===== src/rtl/extrema_pattern_gen.sv =====
// Signed triangle/trapezoid stimulus source with peak/trough marker strobes.
// Optional `NOISE_EN adds saturated LFSR noise on top of the clean ramp.
module extrema_pattern_gen #(
   parameter int data_width  = 12,
   parameter int step_width  = 8,
   parameter int range_width = 10,
   parameter int NOISE_BITS  = 2
) (
   input  logic                         clk_in,
   input  logic                         rst_n,
   input  logic                         enable,
   input  logic signed [data_width-1:0] lo_level,
   input  logic signed [data_width-1:0] hi_level,
   input  logic        [step_width-1:0] step,
   input  logic       [range_width-1:0] hold,
   output logic signed [data_width-1:0] data_out,
   output logic                         peak_pulse,
   output logic                         trough_pulse,
   output logic                         busy
);

   localparam int EW = data_width + 2;

   typedef enum logic [2:0] {IDLE, RISE, HOLD_HI, FALL, HOLD_LO} state_t;

   state_t                         state, state_nxt;
   logic signed [data_width-1:0]   ramp, ramp_nxt;
   logic signed [data_width-1:0]   lo_sh, hi_sh;
   logic        [step_width-1:0]   step_sh;
   logic        [range_width-1:0]  hold_sh;
   logic        [range_width-1:0]  cnt, cnt_nxt;
   logic                           peak_nxt, trough_nxt, load, cfg_ok;
   logic signed [EW-1:0]           up_sum, dn_sum;

   assign cfg_ok = enable && (step != '0) && (hi_level > lo_level);
   assign up_sum = EW'(ramp) + EW'($signed({1'b0, step_sh}));
   assign dn_sum = EW'(ramp) - EW'($signed({1'b0, step_sh}));
   assign busy   = (state != IDLE);

   always_comb begin
      state_nxt  = state;
      ramp_nxt   = ramp;
      cnt_nxt    = cnt;
      peak_nxt   = 1'b0;
      trough_nxt = 1'b0;
      load       = 1'b0;
      case (state)
         IDLE: begin
            if (cfg_ok) begin
               load      = 1'b1;
               ramp_nxt  = lo_level;
               state_nxt = RISE;
            end
         end
         RISE: begin
            if (up_sum >= EW'(hi_sh)) begin
               ramp_nxt = hi_sh;
               peak_nxt = 1'b1;
               if (hold_sh == '0) begin
                  state_nxt = FALL;
               end else begin
                  cnt_nxt   = hold_sh;
                  state_nxt = HOLD_HI;
               end
            end else begin
               ramp_nxt = up_sum[data_width-1:0];
            end
         end
         HOLD_HI: begin
            cnt_nxt = cnt - 1'b1;
            if (cnt == range_width'(1)) state_nxt = FALL;
         end
         FALL: begin
            if (dn_sum <= EW'(lo_sh)) begin
               ramp_nxt   = lo_sh;
               trough_nxt = 1'b1;
               if (hold_sh == '0) begin
                  // zero hold: the reload decision shares the trough cycle
                  load      = cfg_ok;
                  state_nxt = cfg_ok ? RISE : IDLE;
               end else begin
                  cnt_nxt   = hold_sh;
                  state_nxt = HOLD_LO;
               end
            end else begin
               ramp_nxt = dn_sum[data_width-1:0];
            end
         end
         HOLD_LO: begin
            cnt_nxt = cnt - 1'b1;
            if (cnt == range_width'(1)) begin
               load      = cfg_ok;
               state_nxt = cfg_ok ? RISE : IDLE;
            end
         end
         default: state_nxt = IDLE;
      endcase
   end

   always_ff @(posedge clk_in or negedge rst_n) begin
      if (!rst_n) begin
         state        <= IDLE;
         ramp         <= '0;
         cnt          <= '0;
         peak_pulse   <= 1'b0;
         trough_pulse <= 1'b0;
         lo_sh        <= '0;
         hi_sh        <= '0;
         step_sh      <= '0;
         hold_sh      <= '0;
      end else begin
         state        <= state_nxt;
         ramp         <= ramp_nxt;
         cnt          <= cnt_nxt;
         peak_pulse   <= peak_nxt;
         trough_pulse <= trough_nxt;
         if (load) begin
            lo_sh   <= lo_level;
            hi_sh   <= hi_level;
            step_sh <= step;
            hold_sh <= hold;
         end
      end
   end

`ifdef NOISE_EN
   localparam logic signed [data_width-1:0] MAXV = {1'b0, {(data_width-1){1'b1}}};
   localparam logic signed [data_width-1:0] MINV = {1'b1, {(data_width-1){1'b0}}};

   logic [15:0]                  lfsr;
   logic signed [NOISE_BITS-1:0] noise;
   logic signed [EW-1:0]         noisy;
   logic signed [data_width-1:0] noisy_sat, data_q;

   assign noise = lfsr[NOISE_BITS-1:0];
   assign noisy = EW'(ramp_nxt) + EW'(noise);

   always_comb begin
      noisy_sat = noisy[data_width-1:0];
      if (noisy > EW'(MAXV)) noisy_sat = MAXV;
      else if (noisy < EW'(MINV)) noisy_sat = MINV;
   end

   always_ff @(posedge clk_in or negedge rst_n) begin
      if (!rst_n) begin
         lfsr   <= 16'hACE1;
         data_q <= '0;
      end else begin
         lfsr   <= {lfsr[14:0], lfsr[15] ^ lfsr[13] ^ lfsr[12] ^ lfsr[10]};
         data_q <= noisy_sat;
      end
   end

   assign data_out = data_q;
`else
   assign data_out = ramp;
`endif

endmodule


===== config.mk =====
export PLATFORM = sky130hd
export DESIGN_NAME = extrema_pattern_gen
export DESIGN_NICKNAME = d
export VERILOG_FILES = /design/src/rtl/extrema_pattern_gen.sv
export SDC_FILE = /design/constraint.sdc
export NUM_CORES = 1
export LEC_CHECK = 0
export ABC_AREA = 0
export CORE_ASPECT_RATIO = 1.1
export CORE_MARGIN = 2
export CORE_UTILIZATION = 62
export DETAILED_ROUTE_END_ITERATION = 7
export PLACE_DENSITY = 0.87
export SLEW_MARGIN = 10
export SYNTH_ARGS = -nofsm -noshare
export SYNTH_HDL_FRONTEND = slang
export SYNTH_SLANG_ARGS = --single-unit

===== constraint.sdc =====
create_clock -name clk_in -period 6.8 [get_ports clk_in]
set_input_delay 1.02 -clock clk_in [delete_from_list [all_inputs] [get_ports clk_in]]
set_output_delay 1.02 -clock clk_in [all_outputs]
set_load 0.02 [all_outputs]

==> metrics.txt, run 1 <==
Slew Limit Fails 0; most frequent cells in the layout 69 x dfrtp_1, 65 x inv_1, 59 x o21ai_0, 58 x clkdlybuf4s50_1, 56 x ha_1; Tmin final about 5300 ps; commonest non-fill, non-tap cell in the layout dfrtp_1; CP max FO 39; Clock Skews between 10 and 15 ps; first-pass GRT wire length 23,000 µm; post-route setup slack 1470 ps; fmax between 150 and 200 MHz; Filler Cell Count between 600 and 700; routed vias 4,657; count of unique library cells instantiated by Yosys 70; antenna violations before repair 0; worst slew pin tran between 1000 and 1500 ps; RSZ-0062 raised after global routing false; Core Area just over 8000 µm²; CP Cell Sequence inv_1, ha_1, fa_1, nor2b_1, o31a_1, nor2_1, nor3_1, nor3_1, xor2_1, ha_1, a21o_1, a2111oi_0, a31oi_2, nand4b_2, a31oi_4, buf_4, nand2_1, o21ai_0; Top delay family on crit path compound AO/OA/AOI/OAI gates; Critical Path AT 5600 ps; # hold bufs at CTS 0; CTS Buf Count 9; Seq. cell area around 1700 µm²; CTS H-Tree Depth 3; fraction of layout cells with a size suffix above 1 0.0801; number of global-route vias before repair about 4,800; aggregate global routing overflow 0; Netlist Area Pre-Place between 5000 and 6000 µm²; Mean Syn Cell Area about 8.8 µm²; max-cap check violation count 0; Worst Hold Launch cnt[8]; CP max stage cell a31oi_4; Clk Latency, worst-skew pair ~360 ps; Crit path depth 18; Worst-path clk slew 90 ps; total negative setup slack 0 ps; Synth Register Bits between 60 and 70; Min-Delay Endpoint cnt[8]; Detailed Route WL around 14,000 µm; DRC Markers 0; Vias/cell 6.13; Worst setup EP type flip-flop; Synth area leader dfrtp_1; YS warnings 0; Final HPWL DP 10,200 µm; ant diodes 0; outcome finished, final reports clean; part of the Yosys area used for sequential elements 0.330; antenna viol nets, final 0; Clock Tree Root clkbuf_8; Final Wtd Congestion between 0.9 and 1; post-synth top area share 0.330; DRT Pass-1 Iters 5; Cell Rows 35; FF-to-FF End step_sh[5]; Area Growth Syn to Fin 15.9%; largest net degree at the start of global routing 70; Initial Util 0.632; Post-Syn Nets ~700; Routed wire per std cell 18.1 µm; Hold Crit Class flip-flop to flip-flop; Reg2Reg Setup Slack between 1000 and 1500 ps; fin crit share 0.784; clock sink count just under 70; area of the multi-input gates roughly 3100 µm²; clk buf depth 2; DP Worst Slack around 1500 ps; post-synthesis cell count slightly below 600; Hold Path Stages 2; Final setup viols 0; Post-synth top flop dfrtp_1; IO Port Bufs just under 60; CTS tree done; Post-synth EDFFs 0; final hold violation count 0; Synth area leaders dfrtp_1 33%, ha_1 13%, o21ai_0 5.6%; Async S/R FF share, synth 1.00; Setup crit start kind flip-flop; CP Buf/Inv Count 2; Post CTS Setup Buffer Count 0; chip height 100 µm; slowest cell delay on critical path between 900 and 1000 ps; Slew headroom 0.210; total global-route track usage 0.316; # IOs 60; initial DRC count ~270; Die Wd ~92 µm; CP required 7070 ps; reg-to-reg startpoint data_out[0]; die area a little over 9000 µm²; R2R depth 18; Resized cells post-CTS 0; final net count approximately 750; CP Class flip-flop to flip-flop
synth_stat cells, types with 4 or more instances:
master,n
clkbuf_1,12
nor2b_1,7
inv_1,65
nand3_1,5
mux2i_1,6
a21o_1,5
nand4_1,4
xnor2_1,8
o21ai_0,59
nor4_1,4
mux2_4,10
nand2b_1,7
xor2_1,9
a211oi_1,11
o21a_1,4
ha_1,56
a31oi_1,5
dfrtp_1,69
or3_1,5
nor3_1,15
buf_4,5
a22oi_1,4
o32ai_1,4
nand2_1,55
o22ai_1,9
nor2_1,42
mux2_2,5
buf_2,4
a21oi_1,34
layout make-up:
type | count | share of cell area
repair buffers | 63 | 0.102
inverters | 65 | 0.0403
well taps | 111 | 0.0229
flip-flops and latches | 69 | 0.285
clock inverters | 7 | 0.0132
multi-input cells | 436 | 0.517
clock buffers | 9 | 0.0204
stage by stage:
stage | cell area (µm²) | instances | util | hold WS [ps]
floorplan | 5230 | 595 | - | 484
global placement | 5860 | 744 | 0.707 | 508
detailed placement | 5860 | 744 | 0.707 | 513
CTS | 6060 | 760 | 0.732 | 534
global route | 6060 | 760 | 0.732 | 562
finish | 6060 | 760 | 0.732 | 529
kinds of logic (layout without fill, tap and decap cells):
group,Yosys count,count (layout),share of synthesized area
AND/OR/NAND/NOR,164,164,0.155
buffers and inverters,90,144,0.0720
flip-flops,69,69,0.330
AO/OA/AOI/OAI,176,176,0.221
adder cells (fa/ha/maj),58,58,0.142
XOR/XNOR,17,17,0.0285
multiplexers,21,21,0.0510
worst max-delay path by stage:
stage | from | end
final | data_out[0] | step_sh[5]
after global routing | data_out[0] | lo_sh[7]
after CTS | data_out[0] | step_sh[5]
after detailed placement | data_out[0] | lo_sh[7]
after global placement | data_out[0] | hi_sh[11]
after floorplan | data_out[0] | hold_sh[1]
sequential cells by signal (all words and copies together), names as in the netlist:
name / flops
data_out: 12
hi_sh: 12
lo_sh: 12
cnt: 10
hold_sh: 10
step_sh: 8
state: 3
peak_pulse: 1
trough_pulse: 1
worst register-to-register path, stage by stage, from the launching register on:
cell,delay (ps)
dfrtp_1,390
inv_1,80
ha_1,220
fa_1,410
nor2b_1,160
o31a_1,210
nor2_1,70
nor3_1,350
nor3_1,100
xor2_1,210
ha_1,280
a21o_1,180
a2111oi_0,490
a31oi_2,170
nand4b_2,260
a31oi_4,980
buf_4,470
nand2_1,130
o21ai_0,90
layer usage:
metal | vias to the layer above | share of wire | track usage
met3 | 53 | 0.051 | 0.0465
met2 | 167 | 0.48 | 0.535
li1 | 2219 | - | -
met4 | 0 | 0.045 | 0.170
met1 | 2218 | 0.42 | 0.392
met5 | - | 0 | 0
Power of run 1 is not shown: default switching activity piles up to over one toggle a cycle in this logic, so the estimate is an artifact.
==> run 2: changes to the inputs <==
--- a/config.mk
+++ b/config.mk
@@ -8,9 +8,9 @@
 export ABC_AREA = 0
 export CORE_ASPECT_RATIO = 1.1
 export CORE_MARGIN = 2
-export CORE_UTILIZATION = 62
+export CORE_UTILIZATION = 52
 export DETAILED_ROUTE_END_ITERATION = 7
-export PLACE_DENSITY = 0.87
+export PLACE_DENSITY = 0.78
 export SLEW_MARGIN = 10
 export SYNTH_ARGS = -nofsm -noshare
 export SYNTH_HDL_FRONTEND = slang
==> constraint.sdc (replaced) <==
create_clock -name clk_in -period 4.5 [get_ports clk_in]
set_input_delay 0.675 -clock clk_in [delete_from_list [all_inputs] [get_ports clk_in]]
set_output_delay 0.675 -clock clk_in [all_outputs]
set_load 0.02 [all_outputs]
==> metrics.txt, run 2 (same netlist as run 1, synthesis figures left out) <==
end of the critical path cnt[0]; Initial Util 0.531 (-0.100); # hold bufs at CTS 0 (unchanged); most frequent cells in the layout 69 x dfrtp_1, 65 x inv_1, 58 x clkdlybuf4s50_1, 57 x o21ai_0, 56 x ha_1; Core Area 9840 µm² (+19%); Worst setup EP type flip-flop; number of global-route vias before repair 4,630 (-3.7%); fraction of layout cells with a size suffix above 1 0.108 (+0.0276); largest net degree at the start of global routing 39 (-44%); outcome finished, final reports clean; Final Wtd Congestion 0.982 (+3.6%); DRT Pass-1 Iters 5 (unchanged); Crit. Startpoint data_out[1]; CTS tree done; CP Class flip-flop to flip-flop; FF-to-FF End cnt[0]; Reg2Reg Setup Slack 210 ps (-1260 ps); Slew Limit Fails 0 (unchanged); clock sink count 69 (unchanged); Routed wire per std cell 18.1 µm (+0.27%); R2R depth 18 (unchanged); Critical Path AT 4530 ps (-1070 ps); Tmin final 4290 ps (-1040 ps); placed cells 762 (+2.4%); IO Port Bufs 59 (unchanged); Detailed Route WL 14,100 µm (+2.8%); final net count 757 (+1.3%); worst slew pin tran 1100 ps (-87.9 ps); aggregate global routing overflow 0 (unchanged); final hold violation count 0 (unchanged); Layout Cells excl Fill 779 (+2.5%); Cell Rows 38 (+8.6%); Worst-path clk slew 80 ps (about the same); fmax 233 MHz (+24%); die area 10,900 µm² (+18%); chip height 109 µm (+8.8%); commonest non-fill, non-tap cell in the layout dfrtp_1; Clk Latency, worst-skew pair 360 ps (about the same); # IOs 60 (unchanged); Setup crit start kind flip-flop; Vias/cell 6.03 (-1.6%); Final setup viols 0 (unchanged); Clock Tree Root clkbuf_8; total global-route track usage 0.269 (-0.0474); Die Wd 99.6 µm (+8.8%); Hold Crit Class input port to async pin; routed vias 4,695 (+0.82%); antenna violations before repair 0 (unchanged); Filler Cell Count 835 (+32%); first-pass GRT wire length 22,700 µm (-1.2%); CP required 4740 ps (-2330 ps); ant diodes 0 (unchanged); antenna viol nets, final 0 (unchanged); clk buf depth 2 (unchanged); DRC Markers 0 (unchanged); Final HPWL DP 10,700 µm (+4.4%); fin crit share 0.952 (+0.169); CP max FO 18 (-54%); Clock Skews 7.09 ps (-6.25 ps); Area Growth Syn to Fin 19.9%; reg-to-reg startpoint data_out[1]; Slew headroom 0.249 (+0.0397); initial DRC count 276 (+1.1%); max-cap check violation count 0 (unchanged); CTS H-Tree Depth 3 (unchanged); CTS Buf Count 9 (unchanged)
-- run 2: area by class of cell --
class / count / area (µm²) / share of cell area
clock buffer: 10 / 128 / 0.0204
clock inverter: 6 / 70.1 / 0.0112
inverter: 65 / 244 / 0.0389
multi-input combinational: 436 / 3220 / 0.513
sequential: 69 / 1730 / 0.276
tap: 120 / 150 / 0.0240
timing repair buffer: 73 / 731 / 0.117
-- run 2: what timing repair did --
action / CTS / global route
endpoints found under the setup margin: 15 / 66
pin swaps: 0 / 4
setup buffers: 0 / 1
gates resized for setup: 2 / 21
-- run 2: metrics by stage --
stage / instance area, µm² / hold WS (ps) / utilization / setup TNS [ps] / setup slack [ps]
floorplan: 5230 / 379 / - / 0 / 230
global placement: 5960 / 508 / 0.606 / 0 / 65.6
detailed placement: 5960 / 524 / 0.606 / 0 / 2.83
CTS: 6160 / 398 / 0.626 / 0 / 4.84
global route: 6270 / 427 / 0.637 / -116 / -28.3
finish: 6270 / 366 / 0.637 / 0 / 214
-- run 2: worst min path at each step --
stage / start / end / slack, ps / cells after the start
finish: rst_n / data_out[8] / 370 / 1
global route: rst_n / hi_sh[9] / 430 / 1
CTS: rst_n / hi_sh[9] / 400 / 1
detailed placement: cnt[8] / cnt[8] / 520 / 2
global placement: cnt[8] / cnt[8] / 510 / 2
floorplan: rst_n / cnt[0] / 380 / 0
-- run 2: layer usage --
metal,track usage,routed length (µm),up-vias
met5,0,0,-
li1,-,-,2231
met4,0.120,500,0
met1,0.342,5860,2258
met2,0.447,6850,171
met3,0.0500,910,35
-- run 2: critical path: stages, from the launching register on --
cell	delay, ps
dfrtp_1	460
inv_1	150
fa_1	490
o21bai_2	280
a2111oi_4	130
o21bai_1	200
a21oi_2	120
o21ai_1	200
a21oi_1	110
ha_1	310
a21o_1	190
a2111oi_2	370
a21oi_1	150
nor3_4	210
buf_12	200
a22oi_2	90
buf_4	180
a311oi_1	250
a31oi_1	60
Power of run 2 is left out for the same reason.
